[src/rtl/instr_encoder_loader_pkg.sv]
// rtl/instr_encoder_loader_pkg.sv - shared widths, RV32 opcodes, request op codes and FSM states
package instr_encoder_loader_pkg;

  localparam int DATA_WIDTH = 32;

  localparam logic [6:0] OPC_LOAD   = 7'b0000011;
  localparam logic [6:0] OPC_STORE  = 7'b0100011;
  localparam logic [6:0] OPC_BRANCH = 7'b1100011;

  localparam logic [2:0] F3_LW  = 3'b010;
  localparam logic [2:0] F3_SW  = 3'b010;
  localparam logic [2:0] F3_BEQ = 3'b000;

  typedef enum logic [1:0] {
    OP_LW  = 2'b00,
    OP_SW  = 2'b01,
    OP_BEQ = 2'b10,
    OP_RSV = 2'b11
  } op_e;

  typedef enum logic [1:0] {
    ST_IDLE   = 2'd0,
    ST_ENCODE = 2'd1,
    ST_WRITE  = 2'd2
  } state_e;

endpackage

[src/rtl/instr_encoder_loader_if.sv]
// rtl/instr_encoder_loader_if.sv - request, memory write port and status bundle
interface instr_encoder_loader_if;
  import instr_encoder_loader_pkg::*;

  logic                  clr;
  logic                  in_valid;
  logic                  in_ready;
  logic [1:0]            in_op;
  logic [4:0]            in_rd;
  logic [4:0]            in_rs1;
  logic [4:0]            in_rs2;
  logic [DATA_WIDTH-1:0] in_imm;
  logic                  mem_we;
  logic [DATA_WIDTH-1:0] mem_addr;
  logic [DATA_WIDTH-1:0] mem_wdata;
  logic                  err;
  logic                  full;

  modport slave (
    input  clr, in_valid, in_op, in_rd, in_rs1, in_rs2, in_imm,
    output in_ready, mem_we, mem_addr, mem_wdata, err, full
  );

  modport master (
    output clr, in_valid, in_op, in_rd, in_rs1, in_rs2, in_imm,
    input  in_ready, mem_we, mem_addr, mem_wdata, err, full
  );
endinterface

[src/rtl/instr_encoder_loader_imm_scatter.sv]
// rtl/instr_encoder_loader_imm_scatter.sv - scatters a signed immediate into lw/sw/beq words and range-checks it
module instr_encoder_loader_imm_scatter
  import instr_encoder_loader_pkg::*;
(
  input  op_e                   i_op,
  input  logic [4:0]            i_rd,
  input  logic [4:0]            i_rs1,
  input  logic [4:0]            i_rs2,
  input  logic [DATA_WIDTH-1:0] i_imm,
  output logic [DATA_WIDTH-1:0] o_word,
  output logic                  o_range_ok
);

  logic signed [DATA_WIDTH-1:0] w_imm_s;
  logic                         w_is_ok;
  logic                         w_b_ok;

  assign w_imm_s = $signed(i_imm);
  assign w_is_ok = (w_imm_s >= -32'sd2048) && (w_imm_s <= 32'sd2047);
  // Branch offsets are in bytes but must be halfword aligned.
  assign w_b_ok  = (w_imm_s >= -32'sd4096) && (w_imm_s <= 32'sd4094) && !i_imm[0];

  always_comb begin
    o_word     = '0;
    o_range_ok = 1'b0;
    case (i_op)
      OP_LW: begin
        o_word     = {i_imm[11:0], i_rs1, F3_LW, i_rd, OPC_LOAD};
        o_range_ok = w_is_ok;
      end
      OP_SW: begin
        o_word     = {i_imm[11:5], i_rs2, i_rs1, F3_SW, i_imm[4:0], OPC_STORE};
        o_range_ok = w_is_ok;
      end
      OP_BEQ: begin
        o_word     = {i_imm[12], i_imm[10:5], i_rs2, i_rs1, F3_BEQ, i_imm[4:1], i_imm[11], OPC_BRANCH};
        o_range_ok = w_b_ok;
      end
      default: begin
        o_word     = '0;
        o_range_ok = 1'b0;
      end
    endcase
  end

endmodule

[src/rtl/instr_encoder_loader.sv]
// rtl/instr_encoder_loader.sv - encodes lw/sw/beq requests and writes them sequentially into instruction memory
module instr_encoder_loader
  import instr_encoder_loader_pkg::*;
#(
  parameter int                    MEM_WORDS = 64,
  parameter logic [DATA_WIDTH-1:0] BASE_ADDR = '0
)(
  input  logic                      clk,
  input  logic                      rst,
  instr_encoder_loader_if.slave     bus
);

  localparam logic [DATA_WIDTH-1:0] LAST_ADDR = BASE_ADDR + DATA_WIDTH'(4 * (MEM_WORDS - 1));

  state_e                r_state;
  state_e                w_state_next;
  op_e                   r_op;
  logic [4:0]            r_rd;
  logic [4:0]            r_rs1;
  logic [4:0]            r_rs2;
  logic [DATA_WIDTH-1:0] r_imm;
  logic [DATA_WIDTH-1:0] r_addr;
  logic [DATA_WIDTH-1:0] r_wdata;
  logic                  r_err;
  logic                  r_full;
  logic [DATA_WIDTH-1:0] w_word;
  logic                  w_range_ok;
  logic                  w_accept;
  logic                  w_load_word;
  logic                  w_reject;
  logic                  w_in_ready;
  logic                  w_mem_we;

  instr_encoder_loader_imm_scatter u_imm_scatter (
    .i_op       (r_op),
    .i_rd       (r_rd),
    .i_rs1      (r_rs1),
    .i_rs2      (r_rs2),
    .i_imm      (r_imm),
    .o_word     (w_word),
    .o_range_ok (w_range_ok)
  );

  always_ff @(posedge clk or posedge rst) begin
    if (rst) r_state <= ST_IDLE;
    else     r_state <= w_state_next;
  end

  always_comb begin
    w_state_next = r_state;
    w_accept     = 1'b0;
    w_load_word  = 1'b0;
    w_reject     = 1'b0;
    w_in_ready   = 1'b0;
    w_mem_we     = 1'b0;
    case (r_state)
      ST_IDLE: begin
        w_in_ready = !r_full;
        if (bus.in_valid && !r_full && !bus.clr) begin
          w_accept     = 1'b1;
          w_state_next = ST_ENCODE;
        end
      end
      ST_ENCODE: begin
        if (w_range_ok) begin
          w_load_word  = 1'b1;
          w_state_next = ST_WRITE;
        end else begin
          w_reject     = 1'b1;
          w_state_next = ST_IDLE;
        end
      end
      ST_WRITE: begin
        w_mem_we     = 1'b1;
        w_state_next = ST_IDLE;
      end
      default: w_state_next = ST_IDLE;
    endcase
    if (bus.clr) w_state_next = ST_IDLE;
  end

  always_ff @(posedge clk or posedge rst) begin
    if (rst) begin
      r_op    <= OP_LW;
      r_rd    <= '0;
      r_rs1   <= '0;
      r_rs2   <= '0;
      r_imm   <= '0;
      r_addr  <= BASE_ADDR;
      r_wdata <= '0;
      r_err   <= 1'b0;
      r_full  <= 1'b0;
    end else if (bus.clr) begin
      r_addr <= BASE_ADDR;
      r_err  <= 1'b0;
      r_full <= 1'b0;
    end else begin
      if (w_accept) begin
        r_op  <= op_e'(bus.in_op);
        r_rd  <= bus.in_rd;
        r_rs1 <= bus.in_rs1;
        r_rs2 <= bus.in_rs2;
        r_imm <= bus.in_imm;
      end
      if (w_load_word) r_wdata <= w_word;
      if (w_reject)    r_err   <= 1'b1;
      if (w_mem_we) begin
        r_addr <= r_addr + DATA_WIDTH'(4);
        if (r_addr == LAST_ADDR) r_full <= 1'b1;
      end
    end
  end

  assign bus.in_ready  = w_in_ready;
  assign bus.mem_we    = w_mem_we;
  assign bus.mem_addr  = r_addr;
  assign bus.mem_wdata = r_wdata;
  assign bus.err       = r_err;
  assign bus.full      = r_full;

endmodule

[src/flat_wrapper.sv]
// flat-port wrapper written by rule: the top's interface ports become plain ports
module instr_encoder_loader_flat import instr_encoder_loader_pkg::*;
#(
  parameter int                    MEM_WORDS = 64,
  parameter logic [DATA_WIDTH-1:0] BASE_ADDR = '0
)
  (clk, rst, bus_clr, bus_in_valid, bus_in_op, bus_in_rd, bus_in_rs1, bus_in_rs2, bus_in_imm, bus_in_ready, bus_mem_we, bus_mem_addr, bus_mem_wdata, bus_err, bus_full);
  instr_encoder_loader_if bus_i ();
  input  logic clk;
  input  logic rst;
  input wire logic [$bits(bus_i.clr)-1:0] bus_clr;
  input wire logic [$bits(bus_i.in_valid)-1:0] bus_in_valid;
  input wire logic [$bits(bus_i.in_op)-1:0] bus_in_op;
  input wire logic [$bits(bus_i.in_rd)-1:0] bus_in_rd;
  input wire logic [$bits(bus_i.in_rs1)-1:0] bus_in_rs1;
  input wire logic [$bits(bus_i.in_rs2)-1:0] bus_in_rs2;
  input wire logic [$bits(bus_i.in_imm)-1:0] bus_in_imm;
  output wire logic [$bits(bus_i.in_ready)-1:0] bus_in_ready;
  output wire logic [$bits(bus_i.mem_we)-1:0] bus_mem_we;
  output wire logic [$bits(bus_i.mem_addr)-1:0] bus_mem_addr;
  output wire logic [$bits(bus_i.mem_wdata)-1:0] bus_mem_wdata;
  output wire logic [$bits(bus_i.err)-1:0] bus_err;
  output wire logic [$bits(bus_i.full)-1:0] bus_full;
  assign bus_i.clr = bus_clr;
  assign bus_i.in_valid = bus_in_valid;
  assign bus_i.in_op = bus_in_op;
  assign bus_i.in_rd = bus_in_rd;
  assign bus_i.in_rs1 = bus_in_rs1;
  assign bus_i.in_rs2 = bus_in_rs2;
  assign bus_i.in_imm = bus_in_imm;
  assign bus_in_ready = bus_i.in_ready;
  assign bus_mem_we = bus_i.mem_we;
  assign bus_mem_addr = bus_i.mem_addr;
  assign bus_mem_wdata = bus_i.mem_wdata;
  assign bus_err = bus_i.err;
  assign bus_full = bus_i.full;
  instr_encoder_loader #(.MEM_WORDS(MEM_WORDS), .BASE_ADDR(BASE_ADDR)) u_core (.clk(clk), .rst(rst), .bus(bus_i));
endmodule
[config.mk]
export PLATFORM = sky130hd
export DESIGN_NAME = instr_encoder_loader_flat
export DESIGN_NICKNAME = d
export VERILOG_FILES = /design/src/rtl/instr_encoder_loader_pkg.sv /design/src/rtl/instr_encoder_loader_if.sv /design/src/rtl/instr_encoder_loader_imm_scatter.sv /design/src/rtl/instr_encoder_loader.sv /design/src/flat_wrapper.sv
export SDC_FILE = /design/constraint.sdc
export NUM_CORES = 1
export LEC_CHECK = 0
export BUFFER_PORTS_ARGS = -buffer_cell sky130_fd_sc_hd__buf_2
export CAP_MARGIN = 40
export CORE_MARGIN = 2
export CORE_UTILIZATION = 45
export DETAILED_ROUTE_END_ITERATION = 8
export PLACE_DENSITY = 0.72
export SYNTH_ARGS = -nofsm -noshare
export SYNTH_HDL_FRONTEND = slang
export SYNTH_SLANG_ARGS = --single-unit
[constraint.sdc]
create_clock -name clk -period 3.21 [get_ports clk]
set_input_delay 0.321 -clock clk [delete_from_list [all_inputs] [get_ports clk]]
set_output_delay 0.321 -clock clk [all_outputs]
set_load 0.05 [all_outputs]
==> results of run 1 <==
==> final cells by class <==
type	count	share of cell area [%]
sequential	109	46.71
clock buffer	10	2.357
tap	140	3.000
timing repair buffer	121	10.71
multi-input combinational	367	35.12
inverter	17	1.136
clock inverter	6	0.9642
==> layer usage <==
| metal | up-vias | part of all wire [%] |
|---|---|---|
| met4 | 0 | 1.9 |
| li1 | 1909 | - |
| met3 | 15 | 4.1 |
| met5 | - | 0 |
| met2 | 111 | 48 |
| met1 | 1832 | 46 |
==> kinds of logic after synthesis <==
family,share of synthesized area (%)
mux,6.088
buf+inv,4.377
other cells,0.07540
xor+xnor,4.579
compound gates,3.447
flops,54.84
simple gates,24.83
fa+ha+maj,1.761
==> state kept, by name (all words and copies together), names as in the netlist <==
signal,flops
u_core.r_op,2
u_core.r_state,2
u_core.r_rd,5
u_core.bus.full,1
u_core.bus.mem_addr,30
u_core.r_imm,32
u_core.bus.mem_wdata,26
u_core.bus.err,1
u_core.r_rs1,5
u_core.r_rs2,5
==> stage by stage <==
stage,total power (uW),area (um2),utilization [%],instances
after floorplan,1834,4996,-,522
after global placement,1929,5645,52.31,754
after detailed placement,1949,5645,52.31,754
after CTS,2752,5839,54.10,770
after global routing,2877,5839,54.10,770
final,2729,5839,54.10,770
==> cell usage after synthesis (all sizes together) <==
library cell and number:
nor4 12, clkinv 1, nor2b 4, nor2 38
ha 7, a22oi 1, a211oi 2, or2 3
xnor2 5, inv 16, xor2 21, conb 1
nand4 17, or3 1, a21oi 2, nor3 6
and4 2, nand3 10, a222oi 1, nand3b 2
dfrtp 109, a22o 9, o21bai 2, and4b 1
o21ai 6, clkbuf 18, mux2 13, and3 6
mux2i 13, nor4b 1, nand2b 2, or4 4
nand2 169, buf 11
==> power groups by stage <==
stage	Sequential (uW)	Combinational [uW]	Clock, uW
5_1_grt	1570	417	893
4_1_cts	1550	371	828
3_3_place_gp	1570	357	0
3_5_place_dp	1580	369	0
2_1_floorplan	1570	267	0
6_report	1550	366	810
==> worst paths after layout <==
path / from / endpoint / depth (start not counted) / slack (ps)
min reg2reg: u_core.r_rs1[0] / u_core.r_rs1[0] / 2 / 480
max reg2reg: u_core.r_op[0] / u_core.bus.mem_wdata[21] / 9 / 740
min in group clk: bus_in_rs1[0] / u_core.r_rs1[0] / 3 / 130
max: u_core.r_op[0] / u_core.bus.mem_wdata[21] / 9 / 740
min: rst / u_core.bus.mem_wdata[25] / 2 / 110
max in group asynchronous: rst / u_core.bus.mem_wdata[10] / 3 / 2290
==> flow_summary.toml, run 1 <==
[placed_design]
gp_congestion = 0.8246
dp_hpwl_um = 7775
port_buffers = 113
preCtsSetupSlack_ps = 758.6

[clock_network]
cts_buffers = 9
clk_path_buf_depth = 2
cts_setup_buffers = 0
cts.clk_slew.worst_paths_ps = 110
clock-sinks = 109
post_cts_resized = 0
cts_tree = "built"
hold_buffers = 0
cts_root_buf = "clkbuf_8"
clock_latency_ps = 370
ctsHtreeMaxLevel = 3

[pwr]
ir_drop_mv = 0.2555
p_leak_uw = 0.003058
switching_power_uw = 804.7
swShare_pct = 29.48
comb_power_share_pct = 13.4
power-per-cell-area_nw_per_um2 = 467.4
clock_power_share_pct = 29.7
p_int_uw = 1925
seq_power_share_pct = 56.9

[global_route]
track_usage_pct = 19.91
grt_pass1_vias = 3849
met2_usage_pct = 32.43
grt-ovfl-total = 0
gr-usage-met3_pct = 3.825
grt_pass1_wl_um = 18370
grt_max_degree = 68
use_met1_pct = 26.14
busiest_layer = "met2"
antenna_found_initial = 0

[timing]
relSlewSlack_pct = 45.43
setup_viol = 0
finalClockSkew_ps = 9.237
rsz0062_at_grt = "no"
hold_viol = 0
fin_hold_ws_ps = 108.4
tightestPinTransition_ps = 818.5
fin_ws_ps = 742.9
final.period_utilization_pct = 76.86
fmax_mhz = 405.3
finalSetupTns_ps = 0
slew_viol_final = 0
min_period_ps = 2467

[logic_synthesis]
synthCells = 516
synth_area_um2 = 4974
synth.area.top_cells = "dfrtp_1 (55%), nand2_1 (13%), xor2_1 (3.7%), nor2_1 (2.9%), mux2i_1 (2.6%)"
syn_area_per_cell_um2 = 9.639
ys_ff_latch = 109
synth.distinct_cells = 39
synth_top_area_cell = "dfrtp_1"
ys_seq_area_share_pct = 54.84
synth_top_cell_area_share_pct = 54.84
ys_warn_count = 0

[setup_path]
crit_fanout = 15
crit_buf_inv = 3
crit_arrival_ps = 2730
worstSetupPathType = "flip-flop to flip-flop"
cpMostUsedCell = "buf_4"
crit_path_start_kind = "flip-flop"
end_kind = "flip-flop"
slowest_delay_ps = 410
path_delay_family = "buffers and inverters"
crit_slowest_cell = "dfrtp_1"
required_ps = 3480
path_cells = "inv_1 -> ha_1 -> buf_4 -> o21ai_0 -> a211oi_1 -> a22oi_1 -> nor4_4 -> buf_4 -> mux2_2"

[die]
die_area_um2 = 11910
dieHeight_um = 109.1
start_util_pct = 46.08
num_rows = 38
core_um2 = 10790
num_io_pins = 121
fp.dieW_um = 109.1

[route]
drc = 0
dr.pass1.iters = 4
wl_um = 11130
ant_nets = 0
routedWlPerCell_um = 14.45
vias = 3867
first_iter_violations = 227
drt-vias-per-instance = 5.022

[layout]
layout.cells.most_common = "nand2_1"
diodes = 0
area_growth_pct = 17.41
multi_input_area_um2 = 2051
nets = 685
regArea_um2 = 2728
drive_gt1_share_pct = 24.76
num-fill-cells = 969
most-common-layout-cells = "nand2_1 (169), buf_2 (113), dfrtp_1 (109)"

[job]
cap_violations = 0

[min_path]
hold_path_class = "primary input to asynchronous set/reset pin"

[run_status]
outcome = "finished, final reports clean"
No activity file was read; power rests on OpenSTA's default activity.
==> inputs of run 2 (changes only) <==
--- a/config.mk
+++ b/config.mk
@@ -10,7 +10,7 @@
 export CORE_MARGIN = 2
 export CORE_UTILIZATION = 45
 export DETAILED_ROUTE_END_ITERATION = 8
-export PLACE_DENSITY = 0.72
+export PLACE_DENSITY = 0.69
 export SYNTH_ARGS = -nofsm -noshare
 export SYNTH_HDL_FRONTEND = slang
 export SYNTH_SLANG_ARGS = --single-unit
==> constraint.sdc (replaced) <==
create_clock -name clk -period 2.56 [get_ports clk]
set_input_delay 0.256 -clock clk [delete_from_list [all_inputs] [get_ports clk]]
set_output_delay 0.256 -clock clk [all_outputs]
set_load 0.05 [all_outputs]
==> run 2 against run 1 <==
  * Power grew 28%
  * Non-clock buffer count grew 1
  * Clock-buffer cell count grew 1
  * Clock skew grew 2.2 ps
  * Critical endpoint is now u_core.bus.mem_wdata[23]
  * Largest power group unchanged
==> flow_summary.toml, run 2 (synthesized netlist as in run 1, its figures left out) <==
[min_path]
hold_path_class = "primary input to flip-flop"

[global_route]
grt_max_degree = 56
antenna_found_initial = 0
grt_pass1_vias = 3822
track_usage_pct = 19.68
grt_pass1_wl_um = 18310
grt-ovfl-total = 0

[placed_design]
port_buffers = 113
gp_congestion = 0.8078
dp_hpwl_um = 7718
dp_cells = 755

[clock_network]
cts_setup_buffers = 0
clock_latency_ps = 370
cts.clk_slew.worst_paths_ps = 100
clock-sinks = 109
cts_tree = "built"
cts_buffers = 9
cts_root_buf = "clkbuf_8"
clk_path_buf_depth = 2
post_cts_resized = 0
hold_buffers = 0
ctsHtreeMaxLevel = 3

[setup_path]
end_kind = "flip-flop"
crit_arrival_ps = 2630
crit_fanout = 26
required_ps = 2810
worstSetupPathType = "flip-flop to flip-flop"
crit_path_start_kind = "flip-flop"

[timing]
hold_viol = 0
finalClockSkew_ps = 11.45
finalSetupTns_ps = 0
fin_hold_ws_ps = 70.22
tightestPinTransition_ps = 691.3
setup_viol = 0
rsz0062_at_grt = "no"
final.period_utilization_pct = 92.78
relSlewSlack_pct = 53.91
slew_viol_final = 0
min_period_ps = 2375
fmax_mhz = 421.0

[route]
met1Wirelength_um = 4964
met2WireLength_um = 5263
vias = 3855
top_layer = "met4"
wl_met3_um = 492
drc = 0
ant_nets = 0
dr.pass1.iters = 4
drt-vias-per-instance = 5.000
routedWlPerCell_um = 14.16
wl_um = 10920
first_iter_violations = 215

[die]
fp.dieW_um = 109.1
die_area_um2 = 11910
start_util_pct = 46.08
num_io_pins = 121
num_rows = 38
core_um2 = 10790
dieHeight_um = 109.1

[layout]
most-common-layout-cells = "nand2_1 (169), buf_2 (113), dfrtp_1 (109)"
multi_input_area_um2 = 2056
max_flop_register = "u_core.r_imm"
num-fill-cells = 998
layout.cells.most_common = "nand2_1"
area_growth_pct = 18.49
diodes = 0
largest_reg_flops = 32
regArea_um2 = 2728
drive_gt1_share_pct = 25.04
nets = 686
stdcell_count = 771

[pwr]
p_total_uw = 3489
p_leak_uw = 0.003086
ir_drop_mv = 0.2869
power-per-cell-area_nw_per_um2 = 592.1

[job]
cap_violations = 0

[run_status]
outcome = "finished, final reports clean"
[run 2: cell count changes in the layout (fill, tap and decap cells not counted), sizes merged]
cell	previous run	this run
clkinv	2	4
clkinvlp	3	1
inv	18	16
buf	121	122
bufinv	0	1
clkbuf	10	11
[run 2: critical path, cell delays in order (launching register included)]
cell	delay (ps)
dfrtp_1	430
inv_1	110
ha_1	230
o21ai_0	150
a211oi_1	260
a22oi_1	170
nor4_4	300
buf_12	250
mux2_2	360
[run 2: worst paths after layout]
check                      slack, ps            start  depth (start not counted)                       end
max in group asynchronous       1990              rst                          3          u_core.r_imm[24]
max reg2reg                      180   u_core.r_op[1]                          8  u_core.bus.mem_wdata[23]
min in group asynchronous         90              rst                          3   u_core.bus.mem_wdata[1]
min reg2reg                      480  u_core.r_rs1[4]                          2           u_core.r_rs1[4]
min                               70    bus_in_imm[5]                          3           u_core.r_imm[5]
max                              180   u_core.r_op[1]                          8  u_core.bus.mem_wdata[23]
[run 2: where the power goes]
group / switching [uW] / total (uW) / internal, uW
logic: 288 / 458 / 169
registers: 91.1 / 1940 / 1850
clock network: 580 / 1090 / 509
[run 2: layout make-up]
class / count / share of cell area [%]
Clock buffer: 11 / 2.569
Clock inverter: 5 / 0.9766
Inverter: 17 / 1.146
Multi-Input combinational cell: 367 / 34.88
Sequential cell: 109 / 46.28
Tap cell: 140 / 2.972
Timing Repair Buffer: 122 / 11.17
[run 2: per-layer routing]
| metal | up-vias | global-route usage [%] |
|---|---|---|
| met4 | 0 | 7.967 |
| met5 | - | 0 |
| met1 | 1848 | 26.74 |
| met3 | 13 | 2.690 |
| met2 | 94 | 31.85 |
| li1 | 1900 | - |
[run 2: per-stage QoR]
stage,utilization [%],setup WS [ps],cell area (um2)
floorplan,-,219.3,5005
global route,54.60,0.7909,5893
detailed placement,52.67,201.1,5684
CTS,54.60,185.9,5893
finish,54.60,184.8,5893
global placement,52.67,274.7,5684
==> inputs of run 3 (changes only) <==
--- a/config.mk
+++ b/config.mk
@@ -10,7 +10,8 @@
 export CORE_MARGIN = 2
 export CORE_UTILIZATION = 45
 export DETAILED_ROUTE_END_ITERATION = 8
-export PLACE_DENSITY = 0.69
+export PLACE_DENSITY = 0.68
 export SYNTH_ARGS = -nofsm -noshare
 export SYNTH_HDL_FRONTEND = slang
+export SYNTH_HIERARCHICAL = 1
 export SYNTH_SLANG_ARGS = --single-unit
==> run 3 against run 2 <==
  * The run now ends with negative hold slack left
  * Wire length rose by 9.5%
  * Die area rose by 6.3%
  * Clock power rose by 110%
  * Worst setup slack got worse by 140 ps
  * Critical path type unchanged
==> flow_summary.toml, run 3 <==
[layout]
diodes = 0
layout.cells.most_common = "buf_2"
drive_gt1_share_pct = 44.83
most-common-layout-cells = "buf_2 (118), dfrtp_1 (115), mux2_2 (83)"
nets = 628
area_growth_pct = 26.15
final_cell_area_um2 = 6688
final_core_util_pct = 58.32

[pwr]
comb_power_share_pct = 11.5
clock_power_share_pct = 46.2
p_leak_uw = 0.003211
power-per-cell-area_nw_per_um2 = 734.5
ir_drop_mv = 0.4198
p_int_uw = 3773
seq_power_share_pct = 42.3
p_total_uw = 4912
switching_power_uw = 1139
swShare_pct = 23.19

[setup_path]
crit_arrival_ps = 2790
crit_slowest_cell = "dfrtp_1"
crit_fanout = 16
crit_buf_inv = 3
worstSetupPathType = "flip-flop to flip-flop"
path_cells = "inv_1 -> ha_2 -> o21ai_0 -> a211oi_1 -> nand2_1 -> a21oi_2 -> nor4bb_4 -> buf_4 -> clkbuf_16 -> mux2_2"
slowest_delay_ps = 410
crit_path_start_kind = "flip-flop"
end_kind = "flip-flop"
path_delay_family = "compound AO/OA/AOI/OAI gates"
required_ps = 2840

[min_path]
hold_path_class = "primary input to asynchronous set/reset pin"

[logic_synthesis]
synthArstFlopShare_pct = 100.0
ys_warn_count = 6
ys_seq_area_share_pct = 54.28
synth-main-ff-cell = "dfrtp_1"
syn_area_per_cell_um2 = 11.97
ys_ff_latch = 115
synth_top_cell_area_share_pct = 54.28
synth.distinct_cells = 44
yosysMostFrequentCell = "dfrtp_1"
synth-edff-count = 0
synth_area_um2 = 5301
synthCells = 443
synth.area.top_cells = "dfrtp_1 (54%), mux2_2 (18%), nor4_1 (2.1%), nor2_1 (2.1%), a21oi_1 (1.7%)"
synth_common_cells = "dfrtp_1 (115), mux2_2 (83), nor2_1 (29), a21oi_1 (18), nor4_1 (18)"
synth_top_area_cell = "dfrtp_1"

[timing]
hold_viol = 6
fin_ws_ps = 48.81
tightestPinTransition_ps = 639.8
finalClockSkew_ps = 16.78
fmax_mhz = 398.2
final.period_utilization_pct = 98.09
relSlewSlack_pct = 57.34
slew_viol_final = 0
fin_hold_ws_ps = -9.492
min_period_ps = 2511
setup_viol = 0

[run_status]
outcome = "finished with violations"
violations = "negative hold slack"

[route]
dr.pass1.iters = 4
vias = 3936
ant_nets = 0
routedWlPerCell_um = 16.54
first_iter_violations = 275
wl_um = 11960
drt-vias-per-instance = 5.444
drc = 0

[die]
start_util_pct = 46.23
num_io_pins = 121
dieHeight_um = 112.5
die_area_um2 = 12670
core_um2 = 11470
fp.dieW_um = 112.5
num_rows = 39

[placed_design]
port_buffers = 118
placed_area_um2 = 6051
preCtsSetupSlack_ps = 8.053
dp_hpwl_um = 7962
gp_congestion = 0.8534

[clock_network]
clock_latency_ps = 410
ctsHtreeMaxLevel = 4
cts_tree = "built"
hold_buffers = 0
cts_root_buf = "clkbuf_16"
cts.clk_slew.worst_paths_ps = 50
clk_path_buf_depth = 2
clock-sinks = 115
cts_buffers = 17

[global_route]
track_usage_pct = 19.82
grt_max_degree = 116
grt_pass1_wl_um = 19740
antenna_found_initial = 0
grt_pass1_vias = 3974
grt-ovfl-total = 0

[job]
cap_violations = 0
[run 3: changes by cell type after synthesis, sizes merged, moves of 11 or more]
cell / before / now
a21oi: 2 / 18
and2: 0 / 11
mux2i: 13 / 0
nand2: 169 / 17
xor2: 21 / 2
mux2: 13 / 85
[run 3: logic make-up (layout without fill, tap and decap cells)]
group	after synthesis	after routing	share of synthesized area (%)
buffers and inverters	38	170	3.729
and+or+nand+nor	139	139	15.06
other	2	7	0.1417
AOI/OAI and AO/OA	48	48	5.664
adders and majority gates	6	6	1.416
muxes	85	85	18.06
DFF	115	115	54.28
xor gates and xnor gates	10	10	1.652
[run 3: timing repair]
item | in CTS | in global routing
pin swaps | 1 | 1
endpoints found under the setup margin | 5 | 32
buffers inserted | 1 | 2
resized for setup | 1 | 5
gates cloned | 1 | 0
[run 3: tightest hold or removal path, cell delays in order]
cell,delay [ps]
buf_2,110
clkinvlp_4,70
buf_12,420
[run 3: cell type report]
cell class / count / area [um2]
fillers: 949 / 4780
clock inverters: 5 / 75.07
repair buffers: 130 / 735.7
inverters: 10 / 41.29
well taps: 143 / 178.9
flip-flops and latches: 115 / 2878
multi-input cells: 295 / 2283
clock buffers: 25 / 495.5
[run 3: worst paths after layout]
path / cells after the start / slack [ps] / startpoint / endpoint
max in group asynchronous: 3 / 2040 / rst / u_core/bus.mem_addr[23]
min in group clk: 2 / 70 / bus_in_rs1[0] / u_core/r_rs1[0]
hold / removal: 3 / -9 / rst / u_core/bus.mem_addr[21]
hold reg to reg: 1 / 490 / u_core/r_imm[10] / u_core/r_imm[10]
setup reg to reg: 10 / 50 / u_core/r_op[0] / u_core/bus.mem_wdata[7]
setup / recovery: 10 / 50 / u_core/r_op[0] / u_core/bus.mem_wdata[7]
[run 3: power groups by stage]
stage	sequential (uW)	clock (uW)	combinational, uW
6_report	2080	2270	564
5_1_grt	2100	2410	621
4_1_cts	2070	2310	565
3_5_place_dp	2100	0	560
3_3_place_gp	2090	0	538
2_1_floorplan	2080	0	434
[run 3: metal layers]
metal  global-route usage (%)  up-vias  share of wire, %
met1                    25.12     1943                43
met4                    7.886        0               1.8
met2                    31.98      127                49
met3                    5.940       16               6.8
li1                         -     1850                 -
met5                        0        -                 0
[run 3: through the flow]
step	instances	setup TNS, ps	hold slack, ps
6_report	723	0	-9.492
4_1_cts	721	0	55.02
3_3_place_gp	689	0	479.2
2_1_floorplan	448	-1240	406.6
3_5_place_dp	689	0	486.5
5_1_grt	723	-1209	65.54
